===== src/rtl/div_pkg.sv =====
// ============================================================================
// div_pkg : shared widths, FSM encoding and constants for divider_8x8
// Revision: 1.0
// ============================================================================
`default_nettype none

package div_pkg;

  localparam int N     = 8;
  localparam int CNT_W = $clog2(N);

  localparam logic [CNT_W-1:0] CNT_LAST  = CNT_W'(N - 1);
  localparam logic [N-1:0]     SAT_VAL   = {N{1'b1}};
  localparam logic [N-1:0]     NEG_Q_LIM = N'(1 << (N - 1));

  typedef logic [2:0] state_t;

  localparam logic [2:0] C_IDLE  = 3'd0;
  localparam logic [2:0] C_LOAD  = 3'd1;
  localparam logic [2:0] C_SHIFT = 3'd2;
  localparam logic [2:0] C_TRY   = 3'd3;
  localparam logic [2:0] C_FIX   = 3'd4;
  localparam logic [2:0] C_DONE  = 3'd5;

  function automatic logic [N-1:0] neg_n(input logic [N-1:0] v);
    return {N{1'b0}} - v;
  endfunction

endpackage

`default_nettype wire


===== src/rtl/divider_8x8_if.sv =====
// ============================================================================
// divider_8x8_if : operand/result bundle between the divider and its host
// Revision: 1.0
// ============================================================================
`default_nettype none

interface divider_8x8_if;
  import div_pkg::*;

  logic           Run;
  logic [2*N-1:0] Dividend;
  logic [N-1:0]   SW;
  logic [N-1:0]   Quotient;
  logic [N-1:0]   Remainder;
  logic           Done;
  logic           Overflow;
  logic           DivByZero;
  logic [6:0]     HEX0;
  logic [6:0]     HEX1;
  logic [6:0]     HEX2;
  logic [6:0]     HEX3;

  modport master (
    output Run, Dividend, SW,
    input  Quotient, Remainder, Done, Overflow, DivByZero, HEX0, HEX1, HEX2, HEX3
  );

  modport slave (
    input  Run, Dividend, SW,
    output Quotient, Remainder, Done, Overflow, DivByZero, HEX0, HEX1, HEX2, HEX3
  );

endinterface

`default_nettype wire


===== src/rtl/HexDriver.sv =====
// ============================================================================
// HexDriver : nibble to active-low 7-segment pattern (segment g is bit 6)
// Revision: 1.0
// ============================================================================
`default_nettype none

module HexDriver (
  input  logic [3:0] In0,
  output logic [6:0] Out0
);

  always_comb begin
    Out0 = 7'b1111111;
    case (In0)
      4'h0: Out0 = 7'b1000000;
      4'h1: Out0 = 7'b1111001;
      4'h2: Out0 = 7'b0100100;
      4'h3: Out0 = 7'b0110000;
      4'h4: Out0 = 7'b0011001;
      4'h5: Out0 = 7'b0010010;
      4'h6: Out0 = 7'b0000010;
      4'h7: Out0 = 7'b1111000;
      4'h8: Out0 = 7'b0000000;
      4'h9: Out0 = 7'b0010000;
      4'hA: Out0 = 7'b0001000;
      4'hB: Out0 = 7'b0000011;
      4'hC: Out0 = 7'b1000110;
      4'hD: Out0 = 7'b0100001;
      4'hE: Out0 = 7'b0000110;
      4'hF: Out0 = 7'b0001110;
      default: Out0 = 7'b1111111;
    endcase
  end

endmodule

`default_nettype wire


===== src/rtl/subtracter_9.sv =====
// ============================================================================
// subtracter_9 : 9-bit difference S = A - B (two's complement wrap)
// Revision: 1.0
// ============================================================================
`default_nettype none

module subtracter_9 (
  input  logic [8:0] A,
  input  logic [8:0] B,
  output logic [8:0] S
);

  assign S = A - B;

endmodule

`default_nettype wire


===== src/rtl/divider_8x8.sv =====
// ============================================================================
// divider_8x8 : sequential restoring 16/8 divider, one shift + one trial
// subtract per quotient bit. Define SIGNED_DIV_EN for two's-complement mode.
// Revision: 1.0
// ============================================================================
`default_nettype none

module divider_8x8 (
  input  logic         Clk,
  input  logic         Reset_Load_Clear,
  divider_8x8_if.slave bus
);
  import div_pkg::*;

  state_t             r_state;
  logic [N-1:0]       r_d;
  logic [N:0]         r_r;
  logic [N-1:0]       r_q;
  logic [CNT_W-1:0]   r_cnt;
  logic               r_ovf;
  logic               r_dbz;
  logic [N:0]         w_t;
  logic [2*N-1:0]     w_mag_n;
  logic [N-1:0]       w_mag_d;
  logic [4*4-1:0]     w_digits;
  logic [6:0]         w_seg [4];

  subtracter_9 u_sub (
    .A (r_r),
    .B ({1'b0, r_d}),
    .S (w_t)
  );

`ifdef SIGNED_DIV_EN
  logic r_neg_q;
  logic r_neg_r;

  assign w_mag_n = bus.Dividend[2*N-1] ? ({(2*N){1'b0}} - bus.Dividend) : bus.Dividend;
  assign w_mag_d = bus.SW[N-1] ? neg_n(bus.SW) : bus.SW;

  always_ff @(posedge Clk) begin
    if (!Reset_Load_Clear) begin
      r_neg_q <= 1'b0;
      r_neg_r <= 1'b0;
    end else if (r_state == C_LOAD) begin
      r_neg_q <= bus.Dividend[2*N-1] ^ bus.SW[N-1];
      r_neg_r <= bus.Dividend[2*N-1];
    end
  end
`else
  assign w_mag_n = bus.Dividend;
  assign w_mag_d = bus.SW;
`endif

  always_ff @(posedge Clk) begin
    if (!Reset_Load_Clear) begin
      r_state <= C_IDLE;
      r_d     <= '0;
      r_r     <= '0;
      r_q     <= '0;
      r_cnt   <= '0;
      r_ovf   <= 1'b0;
      r_dbz   <= 1'b0;
    end else begin
      case (r_state)
        C_IDLE: if (bus.Run) r_state <= C_LOAD;
        C_LOAD: begin
          r_d   <= w_mag_d;
          r_cnt <= '0;
          r_ovf <= 1'b0;
          r_dbz <= 1'b0;
          if (w_mag_d == '0) begin
            r_dbz   <= 1'b1;
            r_q     <= SAT_VAL;
            r_r     <= {1'b0, bus.Dividend[N-1:0]};
            r_state <= C_DONE;
          end else if (w_mag_n[2*N-1:N] >= w_mag_d) begin
            r_ovf   <= 1'b1;
            r_q     <= SAT_VAL;
            r_r     <= {1'b0, bus.Dividend[N-1:0]};
            r_state <= C_DONE;
          end else begin
            r_r     <= {1'b0, w_mag_n[2*N-1:N]};
            r_q     <= w_mag_n[N-1:0];
            r_state <= C_SHIFT;
          end
        end
        C_SHIFT: begin
          // R < D on entry, so dropping R[N] loses nothing
          {r_r, r_q} <= {r_r[N-1:0], r_q, 1'b0};
          r_state    <= C_TRY;
        end
        C_TRY: begin
          if (!w_t[N]) begin
            r_r    <= w_t;
            r_q[0] <= 1'b1;
          end
          r_cnt <= r_cnt + CNT_W'(1);
          if (r_cnt == CNT_LAST) begin
`ifdef SIGNED_DIV_EN
            r_state <= C_FIX;
`else
            r_state <= C_DONE;
`endif
          end else begin
            r_state <= C_SHIFT;
          end
        end
`ifdef SIGNED_DIV_EN
        C_FIX: begin
          // Negative results may reach -128; positive ones stop at 127
          if (r_neg_q) begin
            if (r_q > NEG_Q_LIM) begin
              r_ovf <= 1'b1;
              r_q   <= SAT_VAL;
            end else begin
              r_q <= neg_n(r_q);
            end
          end else if (r_q[N-1]) begin
            r_ovf <= 1'b1;
            r_q   <= SAT_VAL;
          end
          if (r_neg_r) r_r <= {1'b0, neg_n(r_r[N-1:0])};
          r_state <= C_DONE;
        end
`endif
        C_DONE: if (!bus.Run) r_state <= C_IDLE;
        default: r_state <= C_IDLE;
      endcase
    end
  end

  assign bus.Quotient  = r_q;
  assign bus.Remainder = r_r[N-1:0];
  assign bus.Done      = (r_state == C_DONE);
  assign bus.Overflow  = r_ovf;
  assign bus.DivByZero = r_dbz;

  assign w_digits = {r_r[N-1:0], r_q};

  for (genvar i = 0; i < 4; i++) begin : g_hex
    HexDriver u_hex (
      .In0  (w_digits[4*i +: 4]),
      .Out0 (w_seg[i])
    );
  end

  assign bus.HEX0 = w_seg[0];
  assign bus.HEX1 = w_seg[1];
  assign bus.HEX2 = w_seg[2];
  assign bus.HEX3 = w_seg[3];

endmodule

`default_nettype wire


===== src/flat_wrapper.sv =====
// flat-port wrapper written by rule: the top's interface ports become plain ports
module divider_8x8_flat import div_pkg::*;
  (Clk, Reset_Load_Clear, bus_Run, bus_Dividend, bus_SW, bus_Quotient, bus_Remainder, bus_Done, bus_Overflow, bus_DivByZero, bus_HEX0, bus_HEX1, bus_HEX2, bus_HEX3);
  divider_8x8_if bus_i ();
  input  logic Clk;
  input  logic Reset_Load_Clear;
  input wire logic [$bits(bus_i.Run)-1:0] bus_Run;
  input wire logic [$bits(bus_i.Dividend)-1:0] bus_Dividend;
  input wire logic [$bits(bus_i.SW)-1:0] bus_SW;
  output wire logic [$bits(bus_i.Quotient)-1:0] bus_Quotient;
  output wire logic [$bits(bus_i.Remainder)-1:0] bus_Remainder;
  output wire logic [$bits(bus_i.Done)-1:0] bus_Done;
  output wire logic [$bits(bus_i.Overflow)-1:0] bus_Overflow;
  output wire logic [$bits(bus_i.DivByZero)-1:0] bus_DivByZero;
  output wire logic [$bits(bus_i.HEX0)-1:0] bus_HEX0;
  output wire logic [$bits(bus_i.HEX1)-1:0] bus_HEX1;
  output wire logic [$bits(bus_i.HEX2)-1:0] bus_HEX2;
  output wire logic [$bits(bus_i.HEX3)-1:0] bus_HEX3;
  assign bus_i.Run = bus_Run;
  assign bus_i.Dividend = bus_Dividend;
  assign bus_i.SW = bus_SW;
  assign bus_Quotient = bus_i.Quotient;
  assign bus_Remainder = bus_i.Remainder;
  assign bus_Done = bus_i.Done;
  assign bus_Overflow = bus_i.Overflow;
  assign bus_DivByZero = bus_i.DivByZero;
  assign bus_HEX0 = bus_i.HEX0;
  assign bus_HEX1 = bus_i.HEX1;
  assign bus_HEX2 = bus_i.HEX2;
  assign bus_HEX3 = bus_i.HEX3;
  divider_8x8 u_core (.Clk(Clk), .Reset_Load_Clear(Reset_Load_Clear), .bus(bus_i));
endmodule

===== config.mk =====
export PLATFORM = sky130hd
export DESIGN_NAME = divider_8x8_flat
export DESIGN_NICKNAME = d
export VERILOG_FILES = /design/src/rtl/div_pkg.sv /design/src/rtl/divider_8x8_if.sv /design/src/rtl/HexDriver.sv /design/src/rtl/subtracter_9.sv /design/src/rtl/divider_8x8.sv /design/src/flat_wrapper.sv
export SDC_FILE = /design/constraint.sdc
export NUM_CORES = 1
export LEC_CHECK = 0
export BUFFER_PORTS_ARGS = -buffer_cell sky130_fd_sc_hd__buf_2
export CORE_MARGIN = 4
export CORE_UTILIZATION = 30
export DETAILED_ROUTE_END_ITERATION = 12
export PLACE_DENSITY = 0.48
export SLEW_MARGIN = 15
export SYNTH_ARGS = -nofsm -noshare
export SYNTH_HDL_FRONTEND = slang
export SYNTH_SLANG_ARGS = --single-unit

===== constraint.sdc =====
create_clock -name Clk -period 3.72 [get_ports Clk]
set_input_delay 0.372 -clock Clk [delete_from_list [all_inputs] [get_ports Clk]]
set_output_delay 0.372 -clock Clk [all_outputs]
set_load 0.05 [all_outputs]

Yosys cells after proc, flatten, opt, wreduce, memory -nomap -nowiden
Memory sizes are Yosys's and may differ from the RTL's. A register that Yosys moved wholly into a read port is not among the register bits.
Cells that the tools add are included.
W data, S select, Z words.
{ "word_totals": {"ff_bits": 33, "latchBits": 0, "mem_bits_rw": 0, "rom_bits": 448, "inputBits": 27, "output_inout_bits": 47, "memories": 4} }
{ "memory_table": {"columns": ["memory", "words", "word_bits", "read_ports", "rd_clocked_by_memory_dff", "wr", "line_no", "rtl"], "rows": [
  ["(no name shown)", 16, 7, 1, 0, 0, "HexDriver.sv:14", "case (In0)"],
  ["(no name shown)", 16, 7, 1, 1, 0, "HexDriver.sv:14", null],
  ["(no name shown)", 16, 7, 1, 1, 0, "HexDriver.sv:14", null],
  ["(no name shown)", 16, 7, 1, 1, 0, "HexDriver.sv:14", null]
]} }
{ "classes": {"addsub": 2, "multipliers": 0, "div_mod_pow": 0, "n_lt_le_gt_ge": 1, "eq_ne": 8, "shifts": 0, "n_mux": 25, "n_bitwise": 0, "n_reduce_logical": 7} }
{ "op_table": {"columns": ["operator", "count"], "rows": [
  ["$pmux W9 S3", 1],
  ["$mux W4", 6],
  ["$mux W8", 3],
  ["$mux W9", 2],
  ["$mux W3", 5],
  ["$pmux W3 S5", 1],
  ["$pmux W7 S2", 1],
  ["$sub A9 B8 Y9", 1],
  ["$ge A8 B8 Y1", 1],
  ["$logic_not A8 Y1", 1],
  ["$eq A3 B2 Y1 const B", 2],
  ["$eq A3 B3 Y1 const B", 2],
  ["$ne A2 B2 Y1 const B", 3],
  ["$pmux W3 S2", 1],
  ["$mux W1", 4],
  ["$reduce_and A2 Y1", 2],
  ["$reduce_bool A2 Y1", 2],
  ["$add A3 B1 Y3 const B", 1],
  ["$eq A3 B1 Y1 const B", 1],
  ["$logic_not A3 Y1", 1],
  ["$pmux W1 S3", 1],
  ["$reduce_bool A3 Y1", 1]
]} }

Longest topological paths before layout
Gate-level depths: netlist of run 1.
{ "logic_depth": {"depth_word": 6, "depth_mapped": 16, "depth_no_buf": 15} }

By module
Synthesis of run 1 repeated with hierarchy kept, for this count alone.
{ "unflattened": {"hier_cells": 457, "area_unflattened_um2": 3797.4} }
{ "modules_own_cells": {"columns": ["module", "n_inst", "cells_per_inst", "area_each_um2", "seq_area_each_um2"], "rows": [
  ["divider_8x8", 1, 267, 2293.4, 660.6],
  ["HexDriver", 4, 32, 275.3, 0.0],
  ["subtracter_9", 1, 62, 402.9, 0.0]
]} }

Worst setup path before layout of run 1
OpenSTA, ideal clock, no wires.
{ "synth_timing": {"kind": "register to register", "startpoint": "register u_core.r_r[0]", "endpoint": "register u_core.g_hex[2].u_hex.Out0[0] (netlist name)", "setup_time_ps": 120, "arrival_ps": 3372, "required_ps": 3600, "setup_slack_ps": 228, "path_stages_with_launch": 14, "synth_period_minus_slack_ps": 3492, "path_cell_list": "dfxtp_1 > inv_1 > ha_1 > fa_1 > nor2b_1 > o31ai_1 > a21oi_1 > o211ai_2 > buf_4 > o41ai_1 > inv_1 > ha_1 > and4_1 > a211o_1"} }
{ "synth_via": {"elab_chain_len": 5, "elab_cells_between_ends": 7, "classes_between": "add/sub (1); eq/ne (1); mux (4); reduce/logical (1)"} }
{ "synth_lines": {"columns": ["item", "line_no", "rtl"], "rows": [
  ["from (decl)", "divider_8x8.sv:17", "logic [N:0] r_r;"],
  ["from (signal assigned)", "divider_8x8.sv:75", "r_r <= {1'b0, bus.Dividend[N-1:0]};"],
  ["from (signal assigned)", "divider_8x8.sv:80", "r_r <= {1'b0, bus.Dividend[N-1:0]};"],
  ["from (signal assigned)", "divider_8x8.sv:83", "r_r <= {1'b0, w_mag_n[2*N-1:N]};"],
  ["$sub A9 B8 Y9", "subtracter_9.sv:13", "assign S = A - B;"],
  ["$mux W9 or $ne A2 B2 Y1 (tied branches)", null, null],
  ["$pmux W9 S3 or $reduce_and A2 Y1 (tied branches)", null, null],
  ["$mux W4 (no line) * (2 in a row)", null, null]
]} }
Mark *: on every way between the ends. The rest lies on a longest branch, timed or not. The select of a mux whose other input is x is not followed.
A chain may end at the register's enable or synchronous reset.

Worst setup path after layout of run 1
{ "layout_timing": {"startpoint": "register u_core.r_r[0]", "endpoint": "register u_core.g_hex[3].u_hex.Out0[3] (netlist name)"} }
{ "layout_via": {"elab_chain_len": 5, "elab_cells_between_ends": 7, "classes_between": "add/sub (1); eq/ne (1); mux (4); reduce/logical (1)"} }
{ "layout_lines": {"columns": ["item", "line_no"], "rows": [
  ["$sub A9 B8 Y9 *", "subtracter_9.sv:13"],
  ["$mux W9 or $ne A2 B2 Y1 (tied branches)", null],
  ["$pmux W9 S3 or $reduce_and A2 Y1 (tied branches)", null],
  ["$mux W4 (no line) * (2 in a row)", null]
]} }
Marked as above.

==> impl_metrics.py, run 1 <==
metrics = {
    "run_status": {
        "status": "finished, final reports clean",
    },
    "detailed_routing": {
        "drt_iter0_drc": 226,
        "drc": 0,
        "vias": 3715,
        "vias_per_cell": 5.13,
        "routed_wl_um": 11400,
        "ant_nets": 0,
        "wl_per_cell_um": 15.8,
        "firstDrtPassIters": 4,
    },
    "sta": {
        "slew_violations": 0,
        "final-hold-violation-count": 0,
        "setup_viol": 0,
        "fin_crit_ps": 3450,
        "relSlewSlack_pct": 54.9,
        "fin_tns_setup_ps": 0,
        "whs_ps": 325,
        "worst_slack_ps": 268,
        "fmax_mhz": 290,
        "grt_setup_unrepaired": "no",
        "worstMarginPinSlew_ps": 673,
        "finalCritPeriodShare_pct": 92.8,
        "fin_worst_skew_ps": 5.03,
    },
    "synth": {
        "synth.yosys.seq_area_share_pct": 27.6,
        "yosys_register_bits": 54,
        "yosysWarnings": 0,
        "yosysUniqueCellTypes": 69,
        "syn-cell-area_mm2": 0.00392,
        "synth_top_flop_cell": "dfxtp_1",
        "synth_edf_count": 0,
        "synth.avg_cell_area_um2": 7.99,
        "async_reset_ff_share_pct": 0,
        "syn-num-nets": 560,
        "synth_cells": 490,
    },
    "worst_setup_path": {
        "ff2ff_setup_slack_ps": 270,
        "worstPathMaxFanout": 11,
        "max_stage_delay_ps": 400,
        "crit_buf_inv": 1,
        "cp-start-kind": "register",
        "timing.rr.start": "u_core.r_r[0]$_SDFFE_PN0N_",
        "crit_family": "compound AO/OA/AOI/OAI gates",
        "worst-path-stages": 12,
        "cp_cell_sequence": "inv_1 -> ha_1 -> fa_1 -> nor2b_1 -> o31ai_1 -> a21oi_1 -> o211ai_2 -> o31a_1 -> nand2b_1 -> ha_1 -> a21boi_0 -> o32a_1",
        "critPathKind": "register to register",
        "crit_path_start": "u_core.r_r[0]$_SDFFE_PN0N_",
        "required_ps": 3920,
        "worst-r2r-cell-count": 12,
        "crit_path_end_kind": "register",
        "cp_common_cell": "ha_1",
        "cp_slowest_cell": "fa_1",
        "r2r_end": "u_core.g_hex[3].u_hex.Out0[3]$_DFF_P_",
        "worst_ep_arrival_time_ps": 3650,
    },
    "min_path": {
        "whs_path_depth": 3,
        "hold_start": "bus_SW[1]",
        "hold_class": "input port to register",
        "hold_end": "u_core.r_d[1]$_SDFFE_PN0P_",
    },
    "global_routing": {
        "antenna_found_initial": 0,
        "track_usage_pct": 15.6,
        "first_global_vias": 3501,
        "top_usage_layer": "met2",
        "use_met2_pct": 24.9,
        "met1_usage_pct": 21.0,
        "grt_max_degree": 31,
        "use_met3_pct": 3.82,
        "grt-ovfl-total": 0,
        "grt_pass1_wl_um": 18300,
    },
    "placed_design": {
        "pre_cts_ws_ps": 238,
        "numPortBuffers": 73,
        "dp.cells": 716,
        "post-dp-hpwl_um": 8910,
        "place_area_mm2": 0.00443,
        "globalplace.congestion": 0.842,
    },
    "finish": {
        "multi_input_area_mm2": 0.00252,
        "n_antenna_cell": 0,
        "fin_util_pct": 36.3,
        "register_area_mm2": 0.00108,
        "nNetsFinal": 621,
        "final_layout_size_suffix_gt1_share_pct": 19.9,
        "fillers": 1414,
        "finalInstanceArea_mm2": 0.00462,
        "area_delta_synth_final_pct": 18.0,
        "layout.cells.non_filler": 724,
    },
    "pwr": {
        "vdd.ir_drop.worst_uv": 197,
        "p_per_area_mw_per_mm2": 514,
        "report.power.total_mw": 2.38,
        "p_leak_nw": 2.04,
    },
    "floorplanning": {
        "die_h_um": 122,
        "start_util_pct": 30.8,
        "io_pins": 74,
        "num_rows": 41,
        "die_x_um": 122,
        "core_area_mm2": 0.0127,
        "dieArea_mm2": 0.0150,
    },
    "run": {
        "drv_cap": 0,
    },
    "clocking": {
        "clk_latency_ps": 310,
        "cts.sinks": 54,
        "cts_buffers": 5,
        "cts-htree-levels": 2,
        "clk_path_buf_depth": 2,
        "cts_root_buffer": "clkbuf_16",
        "cts_tree": "done",
        "path_clk_slew_ps": 70,
        "postCtsSetupRepairBufs": 0,
    },
}
[tightest hold or removal path, delay by kind of cell]
family	cells	cell delay (ps)
compound gates	1	50
buf+inv	1	120
simple gates	1	50
[cell usage in the layout (no fill, tap or decap), types with 5 or more instances in the layout]
cell | Yosys | layout
o31ai_1 | 11 | 11
nor2b_1 | 7 | 7
nor3_1 | 10 | 10
buf_2 | 7 | 73
mux2i_1 | 15 | 15
inv_1 | 38 | 38
nor2_1 | 39 | 39
clkbuf_16 | 0 | 5
o22ai_1 | 9 | 9
a21oi_1 | 34 | 34
buf_4 | 9 | 13
nand2b_1 | 7 | 7
ha_1 | 42 | 42
o31a_1 | 9 | 9
a211oi_1 | 8 | 8
o21ai_0 | 11 | 11
nand2_1 | 62 | 62
dfxtp_1 | 54 | 54
and2_1 | 6 | 6
nand3_1 | 8 | 8
[per-layer routing]
| layer | routed length [um] | vias up |
|---|---|---|
| li1 | - | 1877 |
| met1 | 5440 | 1761 |
| met2 | 5310 | 68 |
| met3 | 544 | 9 |
| met4 | 140 | 0 |
| met5 | 0 | - |
[repair_timing]
item,CTS,global route
hold buffers,0,0
endpoints found under the setup margin,0,1
hold endpoints to repair,0,0
gates resized for setup,0,1
[worst max-delay path by stage]
stage,endpoint,slack (ps)
floorplan,u_core.g_hex[2].u_hex.Out0[0]$_DFF_P_,230
global placement,u_core.g_hex[3].u_hex.Out0[3]$_DFF_P_,350
detailed placement,u_core.g_hex[3].u_hex.Out0[3]$_DFF_P_,240
CTS,u_core.g_hex[3].u_hex.Out0[3]$_DFF_P_,260
global route,u_core.g_hex[3].u_hex.Out0[0]$_DFF_P_,30
finish,u_core.g_hex[3].u_hex.Out0[3]$_DFF_P_,270
[flip-flops by register name, summed over array words and instances, names as in the netlist]
register and count:
u_core.bus.Quotient 8, u_core.bus.Overflow 1, u_core.bus.DivByZero 1, u_core.r_r 9, u_core.r_d 8, u_core.r_state 3
u_core.r_cnt 3, u_core.g_hex.u_hex.Out0 21
[cell usage after synthesis, types with 10 or more instances]
cell type | number | area (um^2)
o21ai_0 | 11 | 55.1
inv_1 | 38 | 143
mux2i_1 | 15 | 150
nor2_1 | 39 | 146
a21oi_1 | 34 | 170
nor3_1 | 10 | 50.1
nand2_1 | 62 | 233
o31ai_1 | 11 | 82.6
clkbuf_1 | 13 | 48.8
dfxtp_1 | 54 | 1080
ha_1 | 42 | 526
[report_power, final]
| part | total, mW | switching [mW] | internal (mW) | leakage [nW] |
|---|---|---|---|---|
| clock network | 0.642 | 0.237 | 0.405 | 0.0971 |
| registers | 0.706 | 0.0536 | 0.653 | 0.443 |
| logic | 1.03 | 0.705 | 0.324 | 1.50 |
[kinds of logic (layout without fill, tap and decap cells)]
| kind of cell | after synthesis | in the layout | synth area share [%] |
|---|---|---|---|
| muxes | 16 | 16 | 4.41 |
| buffers and inverters | 72 | 134 | 8.18 |
| xor gates and xnor gates | 4 | 4 | 0.894 |
| and+or+nand+nor | 160 | 160 | 18.9 |
| adders and majority gates | 43 | 43 | 13.9 |
| DFF | 54 | 54 | 27.6 |
| AOI/OAI and AO/OA | 141 | 141 | 26.1 |
[area by class of cell]
cell class,instances,area share [%]
inverters,40,3.25
well taps,172,4.65
multi-input cells,364,54.4
clock inverters,2,1.30
clock buffers,6,3.00
flip-flops and latches,54,23.4
repair buffers,86,10.0
(Power assumes the default switching activity.)
==> run 2: changes to the inputs <==
--- a/config.mk
+++ b/config.mk
@@ -6,11 +6,13 @@
 export NUM_CORES = 1
 export LEC_CHECK = 0
 export BUFFER_PORTS_ARGS = -buffer_cell sky130_fd_sc_hd__buf_2
+export CELL_PAD_IN_SITES_DETAIL_PLACEMENT = 1
+export CELL_PAD_IN_SITES_GLOBAL_PLACEMENT = 2
 export CORE_MARGIN = 4
-export CORE_UTILIZATION = 30
+export CORE_UTILIZATION = 29
 export DETAILED_ROUTE_END_ITERATION = 12
-export PLACE_DENSITY = 0.48
-export SLEW_MARGIN = 15
+export PLACE_DENSITY = 0.74
+export SLEW_MARGIN = 20
 export SYNTH_ARGS = -nofsm -noshare
 export SYNTH_HDL_FRONTEND = slang
 export SYNTH_SLANG_ARGS = --single-unit
==> impl_metrics.py, run 2 (same netlist as run 1, synthesis figures left out) <==
metrics = {
    "worst_setup_path": {
        "crit_path_end_kind": "register",
        "critPathKind": "register to register",
        "ff2ff_setup_slack_ps": 210,
        "crit_path_start": "u_core.r_r[0]$_SDFFE_PN0N_",
        "crit_buf_inv": 1,
        "cp-start-kind": "register",
        "r2r_end": "u_core.g_hex[3].u_hex.Out0[3]$_DFF_P_",
        "worstPathMaxFanout": 9,
        "cp_cell_sequence": "inv_1 -> ha_1 -> fa_1 -> nor2b_1 -> o31ai_1 -> a2111o_1 -> o211ai_4 -> nand2_1 -> o31a_1 -> nand2b_1 -> ha_1 -> a21boi_0 -> o32a_1",
        "worst-path-stages": 13,
        "worst_ep_arrival_time_ps": 3700,
        "cp_common_cell": "ha_1",
        "max_stage_delay_ps": 450,
        "cp_slowest_cell": "a2111o_1",
        "endpoint": "u_core.g_hex[3].u_hex.Out0[3]$_DFF_P_",
        "worst-r2r-cell-count": 13,
        "crit_family": "compound AO/OA/AOI/OAI gates",
        "required_ps": 3910,
        "timing.rr.start": "u_core.r_r[0]$_SDFFE_PN0N_",
    },
    "finish": {
        "area_delta_synth_final_pct": 17.6,
        "final_layout_size_suffix_gt1_share_pct": 20.4,
        "multi_input_area_mm2": 0.00253,
        "largest_reg_flops": 21,
        "n_antenna_cell": 0,
        "fillers": 1653,
        "layout.cells.non_filler": 730,
        "final_cell_mix": "buf_2 (73), nand2_1 (62), dfxtp_1 (54), ha_1 (42), nor2_1 (39)",
        "nNetsFinal": 623,
        "register_area_mm2": 0.00108,
        "layout_commonest_cell": "buf_2",
    },
    "global_routing": {
        "grt_pass1_wl_um": 20400,
        "grt_max_degree": 33,
        "first_global_vias": 3910,
        "antenna_found_initial": 0,
        "track_usage_pct": 15.9,
        "grt-ovfl-total": 0,
    },
    "floorplanning": {
        "dieArea_mm2": 0.0154,
        "start_util_pct": 29.6,
        "core_area_mm2": 0.0132,
        "io_pins": 74,
        "num_rows": 42,
        "die_x_um": 124,
        "die_h_um": 124,
    },
    "clocking": {
        "clk_latency_ps": 310,
        "path_clk_slew_ps": 80,
        "cts-htree-levels": 2,
        "cts_root_buffer": "clkbuf_16",
        "cts_buffers": 5,
        "cts.sinks": 54,
        "cts_tree": "done",
        "hold_buffers": 0,
        "clk_path_buf_depth": 2,
    },
    "placed_design": {
        "numPortBuffers": 73,
        "globalplace.congestion": 0.821,
        "dp.cells": 722,
        "pre_cts_ws_ps": 210,
        "post-dp-hpwl_um": 9780,
    },
    "run_status": {
        "status": "finished, final reports clean",
    },
    "detailed_routing": {
        "drc": 0,
        "vias": 3745,
        "wl_per_cell_um": 17.0,
        "ant_nets": 0,
        "firstDrtPassIters": 4,
        "drt_iter0_drc": 133,
        "routed_wl_um": 12400,
        "vias_per_cell": 5.13,
    },
    "run": {
        "drv_cap": 0,
    },
    "sta": {
        "fmax_mhz": 285,
        "relSlewSlack_pct": 42.8,
        "worst_slack_ps": 208,
        "slew_violations": 0,
        "whs_ps": 335,
        "fin_crit_ps": 3510,
        "worstMarginPinSlew_ps": 853,
        "fin_worst_skew_ps": 7.61,
        "final-hold-violation-count": 0,
        "setup_viol": 0,
        "finalCritPeriodShare_pct": 94.4,
    },
    "pwr": {
        "report.power.total_mw": 2.26,
        "p_leak_nw": 2.03,
        "vdd.ir_drop.worst_uv": 221,
        "p_per_area_mw_per_mm2": 490,
    },
    "min_path": {
        "hold_class": "input port to register",
    },
}
[run 2: area by class of cell]
| class | count | area share [%] |
|---|---|---|
| clock buffer | 5 | 2.72 |
| clock inverter | 3 | 0.543 |
| inverter | 40 | 3.26 |
| multi-input combinational | 364 | 54.9 |
| sequential | 54 | 23.5 |
| tap | 176 | 4.78 |
| timing repair buffer | 88 | 10.4 |
[run 2: power by group]
group | leakage, nW | internal, mW | total (mW) | switching (mW)
Sequential | 0.443 | 0.653 | 0.707 | 0.0543
Clock | 0.0704 | 0.254 | 0.489 | 0.235
Combinational | 1.52 | 0.331 | 1.06 | 0.730
Total | 2.03 | 1.24 | 2.26 | 1.02
[run 2: how the worst min path moves through the flow]
stage | from | endpoint | slack, ps | cells past startpoint
floorplan | u_core.r_d[2]$_SDFFE_PN0P_ | u_core.r_d[2]$_SDFFE_PN0P_ | 440 | 2
global placement | u_core.bus.DivByZero$_SDFFE_PN0P_ | u_core.bus.DivByZero$_SDFFE_PN0P_ | 440 | 2
detailed placement | u_core.r_d[6]$_SDFFE_PN0P_ | u_core.r_d[6]$_SDFFE_PN0P_ | 460 | 2
CTS | bus_SW[3] | u_core.r_d[3]$_SDFFE_PN0P_ | 330 | 3
global route | bus_SW[5] | u_core.r_d[5]$_SDFFE_PN0P_ | 340 | 3
finish | bus_SW[3] | u_core.r_d[3]$_SDFFE_PN0P_ | 330 | 3
[run 2: repair_timing]
item	in CTS	in global routing
setup buffers	0	0
setup endpoints to repair	0	5
hold endpoints to repair	0	0
gates resized for setup	0	3
[run 2: routing by layer]
metal	global-route usage, %	up-vias	part of all wire (%)
li1	-	1876	-
met1	21.8	1781	49
met2	25.2	68	45
met3	3.65	20	3.9
met4	4.38	0	2.0
met5	0	-	0
[run 2: metrics by stage]
step / instance area, um^2 / util, % / setup TNS [ps]
after global routing: 4610 / 34.8 / -8.55
after CTS: 4600 / 34.7 / 0
after floorplan: 3920 / - / 0
after global placement: 4450 / 33.6 / 0
final: 4610 / 34.8 / 0
after detailed placement: 4450 / 33.6 / 0
[run 2: tightest hold or removal path, stage by stage]
cell and delay (ps):
buf_2 120, nand2_1 60, a21oi_1 50
==> run 3: changes to the inputs <==
--- a/config.mk
+++ b/config.mk
@@ -9,9 +9,9 @@
 export CELL_PAD_IN_SITES_DETAIL_PLACEMENT = 1
 export CELL_PAD_IN_SITES_GLOBAL_PLACEMENT = 2
 export CORE_MARGIN = 4
-export CORE_UTILIZATION = 29
+export CORE_UTILIZATION = 30
 export DETAILED_ROUTE_END_ITERATION = 12
-export PLACE_DENSITY = 0.74
+export PLACE_DENSITY = 0.73
 export SLEW_MARGIN = 20
 export SYNTH_ARGS = -nofsm -noshare
 export SYNTH_HDL_FRONTEND = slang
==> constraint.sdc (replaced) <==
create_clock -name Clk -period 4.34 [get_ports Clk]
set_input_delay 0.434 -clock Clk [delete_from_list [all_inputs] [get_ports Clk]]
set_output_delay 0.434 -clock Clk [all_outputs]
set_load 0.05 [all_outputs]
==> impl_metrics.py, run 3 (same netlist as run 1, synthesis figures left out) <==
metrics = {
    "worst_setup_path": {
        "critPathKind": "register to register",
        "crit_family": "compound AO/OA/AOI/OAI gates",
        "required_ps": 4530,
        "cp_slowest_cell": "o31a_1",
        "cp_common_cell": "ha_1",
        "crit_buf_inv": 1,
        "crit_path_start": "u_core.r_r[0]$_SDFFE_PN0N_",
        "worst_ep_arrival_time_ps": 3900,
        "max_stage_delay_ps": 440,
        "crit_path_end_kind": "register",
        "cp_cell_sequence": "inv_1 -> ha_1 -> fa_1 -> nor2b_1 -> o31ai_1 -> a21oi_1 -> o211ai_2 -> o31a_1 -> nand2b_1 -> ha_1 -> a21boi_0 -> o32a_1",
        "cp-start-kind": "register",
        "timing.rr.start": "u_core.r_r[0]$_SDFFE_PN0N_",
        "worstPathMaxFanout": 15,
        "ff2ff_setup_slack_ps": 630,
    },
    "detailed_routing": {
        "vias_per_cell": 5.17,
        "firstDrtPassIters": 4,
        "wl_per_cell_um": 17.2,
        "drt_iter0_drc": 114,
        "ant_nets": 0,
        "routed_wl_um": 12300,
        "drc": 0,
        "vias": 3708,
    },
    "min_path": {
        "hold_start": "bus_SW[3]",
        "hold_class": "input port to register",
    },
    "floorplanning": {
        "die_h_um": 122,
        "dieArea_mm2": 0.0150,
        "io_pins": 74,
        "start_util_pct": 30.8,
        "die_x_um": 122,
        "num_rows": 41,
        "core_area_mm2": 0.0127,
    },
    "sta": {
        "final-hold-violation-count": 0,
        "relSlewSlack_pct": 44.5,
        "finalCritPeriodShare_pct": 85.4,
        "grt_setup_unrepaired": "no",
        "fin_crit_ps": 3710,
        "fin_tns_setup_ps": 0,
        "setup_viol": 0,
        "fmax_mhz": 270,
        "fin_worst_skew_ps": 4.90,
        "worstMarginPinSlew_ps": 828,
        "slew_violations": 0,
    },
    "global_routing": {
        "antenna_found_initial": 0,
        "grt-ovfl-total": 0,
        "first_global_vias": 3785,
        "grt_max_degree": 31,
        "track_usage_pct": 16.8,
        "grt_pass1_wl_um": 19700,
    },
    "clocking": {
        "post_cts_resized": 0,
        "cts-htree-levels": 2,
        "cts_root_buffer": "clkbuf_16",
        "cts_tree": "done",
        "clk_latency_ps": 300,
        "cts.sinks": 54,
        "cts_buffers": 5,
        "clk_path_buf_depth": 2,
        "hold_buffers": 0,
        "path_clk_slew_ps": 80,
        "postCtsSetupRepairBufs": 0,
    },
    "placed_design": {
        "globalplace.congestion": 0.869,
        "post-dp-hpwl_um": 9660,
        "dp.cells": 709,
        "numPortBuffers": 73,
    },
    "finish": {
        "area_delta_synth_final_pct": 16.0,
        "fillers": 1612,
        "layout_commonest_cell": "buf_2",
        "nNetsFinal": 614,
        "multi_input_area_mm2": 0.00252,
        "final_cell_mix": "buf_2 (73), nand2_1 (62), dfxtp_1 (54), ha_1 (42), nor2_1 (39)",
        "final_layout_size_suffix_gt1_share_pct": 18.7,
        "register_area_mm2": 0.00108,
        "layout.cells.non_filler": 717,
        "n_antenna_cell": 0,
        "largest_reg_flops": 21,
    },
    "pwr": {
        "p_per_area_mw_per_mm2": 435,
        "p_leak_nw": 2.00,
        "vdd.ir_drop.worst_uv": 201,
    },
    "run": {
        "drv_cap": 0,
    },
    "run_status": {
        "status": "finished, final reports clean",
    },
}
## run 3: worst paths after layout
check                                          endpoint  cells past startpoint
setup / recovery  u_core.g_hex[3].u_hex.Out0[3]$_DFF_P_                     12
hold / removal               u_core.r_d[3]$_SDFFE_PN0P_                      3
setup reg to reg  u_core.g_hex[3].u_hex.Out0[3]$_DFF_P_                     12
hold reg to reg       u_core.bus.DivByZero$_SDFFE_PN0P_                      2
## run 3: cell type report
type                       instances  area share (%)
clock buffer                       5            2.75
clock inverter                     3            1.05
inverter                          40            3.30
multi-input combinational        364            55.4
sequential                        54            23.8
tap                              172            4.73
timing repair buffer              79            9.03
## run 3: stage by stage
stage	setup slack [ps]	hold slack, ps	util [%]	area, um^2	power [mW]
6_report	633	402	35.7	4550	1.98
5_1_grt	401	409	35.7	4550	2.11
4_1_cts	659	389	35.7	4550	2.01
3_5_place_dp	693	454	34.4	4370	1.51
3_3_place_gp	748	440	34.4	4370	1.49
2_1_floorplan	848	436	-	3920	1.30
## run 3: power by group
part	switching, mW	total (mW)	internal, mW
registers	0.0543	0.614	0.560
clock network	0.207	0.484	0.277
logic	0.611	0.879	0.268
total	0.872	1.98	1.10
## run 3: layer usage
metal	GRT usage [%]	wire length, um
met5	0	0
met4	3.57	107
met3	2.72	338
met2	27.5	5690
met1	23.3	6190
## run 3: worst min-delay path: stages
cell and delay (ps):
buf_2 120, nand2_1 60, a21oi_1 50
